--- config.mk ---
export PLATFORM = sky130hd
export DESIGN_NAME = vip_frame_stream_gen
export DESIGN_NICKNAME = d
export VERILOG_FILES = /design/src/rtl/vip_frame_stream_gen.sv
export SDC_FILE = /design/constraint.sdc
export NUM_CORES = 1
export LEC_CHECK = 0
export ABC_AREA = 1
export BUFFER_PORTS_ARGS = -buffer_cell sky130_fd_sc_hd__buf_4
export CORE_ASPECT_RATIO = 1.5
export CORE_MARGIN = 3
export CORE_UTILIZATION = 50
export CTS_BUF_LIST = sky130_fd_sc_hd__clkbuf_2
export DETAILED_ROUTE_END_ITERATION = 16
export PLACE_DENSITY = 0.73
export SYNTH_ARGS = -nofsm -noshare
export SYNTH_HDL_FRONTEND = slang
export SYNTH_SLANG_ARGS = --single-unit
--- constraint.sdc ---
create_clock -name clk -period 3.3 [get_ports clk]
set_input_delay 0.66 -clock clk [delete_from_list [all_inputs] [get_ports clk]]
set_output_delay 0.66 -clock clk [all_outputs]
set_load 0.01 [all_outputs]
--- src/rtl/vip_frame_stream_gen.sv ---
// vip_frame_stream_gen: raster Bayer test-frame source (RGGB colour bars).
// Define VIP_SRC_GRADIENT_EN to replace the bars with a (col+row+frame_cnt) gradient.
`timescale 1ns/1ps
module vip_frame_stream_gen #(
    parameter int H_ACTIVE  = 640,
    parameter int V_ACTIVE  = 480,
    parameter int H_BLANK   = 160,
    parameter int V_SYNC    = 4,
    parameter int V_BP      = 10,
    parameter int V_FP      = 2,
    parameter int CLKEN_DIV = 1
) (
    input  logic       clk,
    input  logic       rst_n,
    input  logic       enable,
    output logic       per_frame_vsync,
    output logic       per_frame_href,
    output logic       per_frame_clken,
    output logic [7:0] per_img_y,
    output logic       frame_done,
    output logic       busy,
    output logic [7:0] frame_cnt
);
    localparam int L  = H_ACTIVE + H_BLANK;
    localparam int BW = H_ACTIVE / 8;
    typedef enum logic [2:0] {IDLE, VSYNC, VBP, ACTIVE, HBLANK, VFP} state_t;
    // Zero-length vertical sections are skipped by picking the next non-empty one.
    localparam state_t S_FIRST   = V_SYNC > 0 ? VSYNC : V_BP > 0 ? VBP : ACTIVE;
    localparam state_t S_POST_VS = V_BP > 0 ? VBP : ACTIVE;

    state_t      state, nxt;
    logic [31:0] div_cnt, cnt, len;
    logic [15:0] col, row, in_bar;
    logic [2:0]  bar;
    logic        tick, last, row_last, eof, comp;
    logic [7:0]  pix;

    always_comb begin
        tick     = div_cnt == '0;
        len      = state == VSYNC  ? 32'(V_SYNC * L) :
                   state == VBP    ? 32'(V_BP * L) :
                   state == ACTIVE ? 32'(H_ACTIVE) :
                   state == HBLANK ? 32'(H_BLANK) : 32'(V_FP * L);
        last     = tick && state != IDLE && cnt == len - 32'd1;
        row_last = row == 16'(V_ACTIVE - 1);
        eof      = last && (state == VFP || (state == HBLANK && row_last && V_FP == 0));
        nxt      = eof                          ? (enable ? S_FIRST : IDLE) :
                   state == VSYNC               ? S_POST_VS :
                   state == VBP                 ? ACTIVE :
                   state == ACTIVE              ? HBLANK :
                   (state == HBLANK && !row_last) ? ACTIVE : VFP;
        // Bar colour bits: R clear on bars 2,3,6,7; G clear on 4..7; B clear on odd bars.
        comp     = row[0] ? (col[0] ? ~bar[0] : ~bar[2]) : (col[0] ? ~bar[2] : ~bar[1]);
`ifdef VIP_SRC_GRADIENT_EN
        pix      = col[7:0] + row[7:0] + frame_cnt;
`else
        pix      = {8{comp}};
`endif
    end

    always_ff @(posedge clk or negedge rst_n) begin
        if (!rst_n) begin
            state           <= IDLE;
            div_cnt         <= '0;
            cnt             <= '0;
            col             <= '0;
            row             <= '0;
            in_bar          <= '0;
            bar             <= '0;
            per_frame_vsync <= 1'b0;
            per_frame_href  <= 1'b0;
            per_frame_clken <= 1'b0;
            per_img_y       <= '0;
            frame_done      <= 1'b0;
            busy            <= 1'b0;
            frame_cnt       <= '0;
        end else begin
            div_cnt <= (state == IDLE || div_cnt == 32'(CLKEN_DIV - 1)) ? '0 : div_cnt + 32'd1;
            if (state == IDLE) begin
                state <= enable ? S_FIRST : IDLE;
                cnt   <= '0;
            end else if (last) begin
                state <= nxt;
                cnt   <= '0;
            end else if (tick) begin
                cnt <= cnt + 32'd1;
            end
            if (state == ACTIVE && tick) begin
                col    <= col + 16'd1;
                in_bar <= in_bar == 16'(BW - 1) ? '0 : in_bar + 16'd1;
                bar    <= in_bar == 16'(BW - 1) ? bar + 3'd1 : bar;
            end else if (state != ACTIVE) begin
                col    <= '0;
                in_bar <= '0;
                bar    <= '0;
            end
            row <= (state == IDLE || eof) ? '0 : (state == HBLANK && last) ? row + 16'd1 : row;
            per_frame_vsync <= state == VSYNC;
            per_frame_href  <= state == ACTIVE;
            per_frame_clken <= state == ACTIVE && tick;
            per_img_y       <= (state == ACTIVE && tick) ? pix : per_img_y;
            frame_done      <= eof;
            busy            <= state != IDLE;
            frame_cnt       <= eof ? frame_cnt + 8'd1 : frame_cnt;
        end
    end
endmodule
After elaboration in Yosys (flattened, before gate mapping)
Cells that the tools add are included.
{"block": "op_classes", "n_addsub": 8, "eq_ne": 10, "n_mux": 28, "bitwise_logic": 3, "n_reduce_logical": 17}
{"operator": "$mux 32", "n": 4}
{"operator": "$mux 16", "n": 6}
{"operator": "$add 32x1->32 const B", "n": 2}
{"operator": "$add 16x1->16 const B", "n": 3}
{"operator": "$eq 32x32->1", "n": 1}
{"operator": "$logic_not 32->1", "n": 1}
{"operator": "$mux 3", "n": 10}
{"operator": "$mux 13", "n": 2}
{"operator": "$mux 11", "n": 2}
{"operator": "$eq 16x7->1 const B", "n": 1}
{"operator": "$eq 16x9->1 const B", "n": 1}
{"operator": "$sub 13x1->14 const B", "n": 1}
{"operator": "$add 8x1->8 const B", "n": 1}
{"operator": "$eq 3x2->1 const B", "n": 2}
{"operator": "$eq 3x3->1 const B", "n": 2}
{"operator": "$logic_and 1x1->1", "n": 6}
{"operator": "$reduce_bool 2->1", "n": 3}
{"operator": "$reduce_bool 3->1", "n": 2}
{"operator": "$mux 1", "n": 4}
{"operator": "$add 3x1->3 const B", "n": 1}
{"operator": "$eq 3x1->1 const B", "n": 1}
{"operator": "$logic_not 3->1", "n": 1}
{"operator": "$ne 3x2->1 const B", "n": 1}
{"operator": "$not 1->1", "n": 3}
{"operator": "other kinds (4)", "n": 5}
{"block": "word_totals", "register_bits": 132, "word_cells": 80}

Longest topological paths before layout
{"block": "depth", "depth_word": 12, "ltp_mapped": 21}

Worst setup path before layout
Ideal clock, no wire load.
{"block": "synth_path", "kind": "flip-flop to flip-flop", "start": "register state[1]", "end": "register row[2]", "setup_time_ps": 117, "arrival_time_ps": 2186, "t_required_ps": 3183, "slack_ps": 998, "stages_incl_launch_ff": 19, "n_path_buf": 3, "path_cell_list": "dfrtp_1 > buf_6 > nor2_4 > nand2_4 > ha_1 > nand2_1 > nand3_1 > nor2_1 > nand2_1 > nor2_1 > nand2_1 > nor2_4 > nand3_4 > nand2_2 > inv_2 > buf_6 > buf_12 > nand3_2 > nand2_1"}
{"block": "synth_between", "elab_chain_cells": 11, "word_cells_on_any_way": 20}
{"element": "start: declaration", "line": "31", "text": "state_t state, nxt;"}
{"element": "start signal: assignment", "line": "80", "text": "state <= enable ? S_FIRST : IDLE;"}
{"element": "start signal: assignment", "line": "83", "text": "state <= nxt;"}
{"element": "$eq 3x3->1", "line": "43, 97"}
{"element": "$mux 11", "line": "43", "text": "state == HBLANK ? 32'(H_BLANK) : 32'(V_FP * L);"}
{"element": "$mux 11", "line": "42", "text": "state == ACTIVE ? 32'(H_ACTIVE) :"}
{"element": "$mux 13", "line": "41", "text": "state == VBP ? 32'(V_BP * L) :"}
{"element": "$mux 13", "line": "40", "text": "len = state == VSYNC ? 32'(V_SYNC * L) :"}
{"element": "$sub 13x1->14", "line": "44", "text": "last = tick && state != IDLE && cnt == len - 32'd1;"}
{"element": "$eq 32x32->1", "line": "44"}
{"element": "$logic_and 1x1->1", "line": "44"}
{"element": "$logic_and 1x1->1", "line": "46", "text": "eof = last && (state == VFP || (state == HBLANK && row_last && V_FP == 0));"}
{"element": "$logic_or 1x1->1", "line": "97", "text": "row <= (state == IDLE || eof) ? '0 : (state == HBLANK && last) ? row + 16'd1 : row;"}
{"element": "$mux 16 / $reduce_bool 2->1 (equally long branches)"}
{"element": "end signal: assignment", "line": "97"}
{"element": "end: declaration", "line": "33", "text": "logic [15:0] col, row, in_bar;"}
Parallel ways exist; a longest one is shown, timed or not.
A chain may end at the register's enable or synchronous reset.

Worst setup path after layout
{"block": "layout_path", "start": "register state[1]", "end": "register row[0]"}
The elaborated chain is that of the path after synthesis.

==> summary.md <==
* Std-Cell Core Area: 0.01480 mm²
* vertical extent of the die: 157.5 µm
* global-route wire length before repair: 31.73 mm
* Rows: 54
* Critical Path End Type: register
* Cells after Synth: 1,076
* antenna-violating nets left: 0
* number of gates resized after CTS: 0
* register clock-pin slew on the reported worst setup and hold paths: 0.16 ns
* final-report max-slew violation count: 0
* Total Die Area: 0.01684 mm²
* horizontal die dimension: 107.0 µm
* Nets: 1,110
* total setup violations reported at the end of the flow: 0
* count of flip-flops with a built-in enable after synthesis: 0
* HPWL reported at the end of detailed placement: 13.71 mm
* Static Leak: 4.001 nW
* fmax: 0.3488 GHz
* post-CTS repair timing setup buffer count: 0
* 1st-pass router iterations: 7
* Power Density: 277.5 mW/mm²
* post-layout util: 0.5498
* maximum fanout along the worst path: 13
* TritonCTS clock tree: yes
* largest buffer count on any clock path: 2
* Root Driver: sky130_fd_sc_hd__clkbuf_2
* gr usage total: 0.2329
* final worst path period share: 0.8688
* post-synthesis cell type count: 41
* DRC violation count after routing: 0
* number of design-rule violations left by the first detailed-router iteration: 494
* Worst Path Arrival: 3.48 ns
* Cell Chain, Critical Path: nor2_4, nand2_4, nand2_2, ha_1, xnor2_1, nor2_1, nand3_1, nor2_1, nand3_2, nor2_4, nand2_1, nand3_1, nand2_1
* CP Data Required Time: 3.91 ns
* library cell contributing the largest single delay on the critical path: sky130_fd_sc_hd__dfrtp_1
* post-synthesis net count: 1,087
* crit path time final: 2.867 ns
* final wirelength: 18.24 mm
* quantity of I/O buffers inserted on ports: 23
* clock latency on the worst-skew pair: 0.72 ns
* fraction of final layout cells with drive strength greater than 1: 0.09459
* post-synth top area share: 0.3829
* worst slew slack as a fraction of its limit: 0.2589
* Yosys warnings: 0
* gr ovfl total: 0
* Buffers & Inverters on Critical Path: 0
* most frequent cell after synthesis: sky130_fd_sc_hd__nand2_1
* Min-Delay Path Class: in -> reg
* Main synth FF type: sky130_fd_sc_hd__dfrtp_1
* startpoint type of the worst setup path: register
* endpoints failing hold: 0
* count of clock tree sinks: 117
* worst clock skew: 0.02513 ns
* cell types occupying the most area after synthesis: sky130_fd_sc_hd__dfrtp_1, sky130_fd_sc_hd__nand2_1, sky130_fd_sc_hd__nor2_1
* IR drop worst, VDD: 0.0001923 V
* Worst-Margin Slew: 1.108 ns
* sequential-to-total area share from yosys stat: 0.3829
* most numerous cell types in the synthesized netlist: sky130_fd_sc_hd__nand2_1, sky130_fd_sc_hd__nor2_1, sky130_fd_sc_hd__inv_1
* largest net degree at the start of global routing: 54
* Post-Syn Area per Cell: 7.106 µm²
* vias after detailed routing: 7,009
* initial standard-cell utilization of the core: 0.5167
* synth-to-layout area growth: 6.398%
* H-tree level count: 4
* Yosys reg bits: 117
* setup repair after global routing missed its margin: false
* number of maximum-capacitance violations: 0
* cell type with the largest total area after synthesis: sky130_fd_sc_hd__dfrtp_1
* post-route cell area: 0.008135 mm²
* via density per instance: 5.363
* fraction of synthesis flops using an asynchronous set or reset pin: 1.000
* antenna violations before repair: 1
* Hold Worst Slack: 0.2645 ns
* outcome: completed
* CP max stage delay: 0.68 ns
* final weighted congestion of routability-driven global placement: 0.9868
* Placement Cell Area: 0.007951 mm²
* setup slack of the critical path after layout: 0.4328 ns
* number of buffers created by CTS: 17
* post-place setup slack: 0.4473 ns
* critical path start-end classification: reg -> reg
* TNS Setup: 0 ns
* vias in the first global route: 6,892
* routed len/inst: 13.96 µm
* count of pins on the block boundary: 24
* Largest delay share family, worst path: simple AND/OR/NAND/NOR gates
* combined area of all synthesized cells: 0.007646 mm²
path summary, 6_finish.rpt:
path / end / cells after the start / from / slack (ns)
worst max-delay path: row[0] / 13 / state[1] / 0.43
worst max register to register: row[0] / 13 / state[1] / 0.43
worst min register to register: div_cnt[0] / 1 / div_cnt[0] / 0.51
min in group asynchronous: div_cnt[30] / 2 / rst_n / 0.50
max in group asynchronous: cnt[29] / 3 / rst_n / 2.07
worst min-delay path: state[0] / 5 / enable / 0.26
through the flow:
step / power (mW) / instances
final: 2.258 / 1307
after global routing: 2.350 / 1307
after CTS: 2.288 / 1306
after detailed placement: 1.496 / 1275
after global placement: 1.497 / 1275
after floorplan: 1.461 / 1076
area by class of cell:
| cell class | instances | area [µm²] |
|---|---|---|
| fillers | 1456 | 6661 |
| multi-input cells | 781 | 3971 |
| flip-flops and latches | 117 | 2928 |
| inverters | 151 | 569.3 |
| repair buffers | 31 | 247.7 |
| well taps | 196 | 245.2 |
| clock buffers | 22 | 110.1 |
| clock inverters | 8 | 61.31 |
| diodes | 1 | 2.502 |
layer usage:
metal | wire length (µm) | track usage
met5 | 0 | 0
met4 | 611 | 0.1127
met3 | 641 | 0.03857
met2 | 9481 | 0.4171
met1 | 7509 | 0.2686
sequential cells by signal, summed over array words and instances (netlist names), 3 cells and up:
register and flops:
cnt 32, div_cnt 32, in_bar 16, bar 3
row 16, frame_cnt 8, state 3
placed cells by master (no fill, tap or decap), drive strengths merged, types with 2 or more instances in the layout:
| cell type | netlist | final |
|---|---|---|
| clkbuf | 6 | 22 |
| nor3 | 62 | 62 |
| a211oi | 3 | 3 |
| o21a | 3 | 3 |
| buf | 21 | 30 |
| nor2 | 160 | 160 |
| xnor2 | 5 | 5 |
| nand2 | 253 | 253 |
| a22o | 2 | 2 |
| nor4 | 15 | 15 |
| ha | 8 | 8 |
| nand4 | 40 | 40 |
| o21bai | 2 | 2 |
| inv | 151 | 151 |
| dfrtp | 117 | 117 |
| clkinv | 0 | 7 |
| o21ai | 34 | 34 |
| or2 | 4 | 4 |
| nand3b | 3 | 3 |
| o31ai | 3 | 3 |
| a21oi | 28 | 28 |
| nand3 | 109 | 109 |
| and3 | 5 | 5 |
| xor2 | 39 | 39 |
what timing repair did:
action,in CTS,in global routing
hold buffers,1,0
setup endpoints to repair,0,0
endpoints found under the hold margin,51,0
worst register-to-register path, stage by stage (launching register included):
cell and delay (ns):
sky130_fd_sc_hd__dfrtp_1 0.68, sky130_fd_sc_hd__nor2_4 0.10, sky130_fd_sc_hd__nand2_4 0.15, sky130_fd_sc_hd__nand2_2 0.08, sky130_fd_sc_hd__ha_1 0.31, sky130_fd_sc_hd__xnor2_1 0.14, sky130_fd_sc_hd__nor2_1 0.10, sky130_fd_sc_hd__nand3_1 0.09
sky130_fd_sc_hd__nor2_1 0.14, sky130_fd_sc_hd__nand3_2 0.13, sky130_fd_sc_hd__nor2_4 0.14, sky130_fd_sc_hd__nand2_1 0.41, sky130_fd_sc_hd__nand3_1 0.24, sky130_fd_sc_hd__nand2_1 0.07
report_power, final:
group	internal [mW]	switching, mW	total, mW
sequential	1.43	0	1.43
combinational	0.00557	0.0284	0.0339
clock	0.267	0.523	0.790
total	1.71	0.551	2.26
logic make-up (layout without fill, tap and decap cells):
logic type	Yosys count	after routing	synth area share
AO/OA/AOI/OAI	77	77	0.05629
XOR/XNOR	44	44	0.05040
adder cells (fa/ha/maj)	8	8	0.01309
buffers and inverters	178	212	0.09769
flip-flops	117	117	0.3829
other	0	1	0
AND/OR/NAND/NOR	652	652	0.3996
No activity file was read; power rests on OpenSTA's default activity.
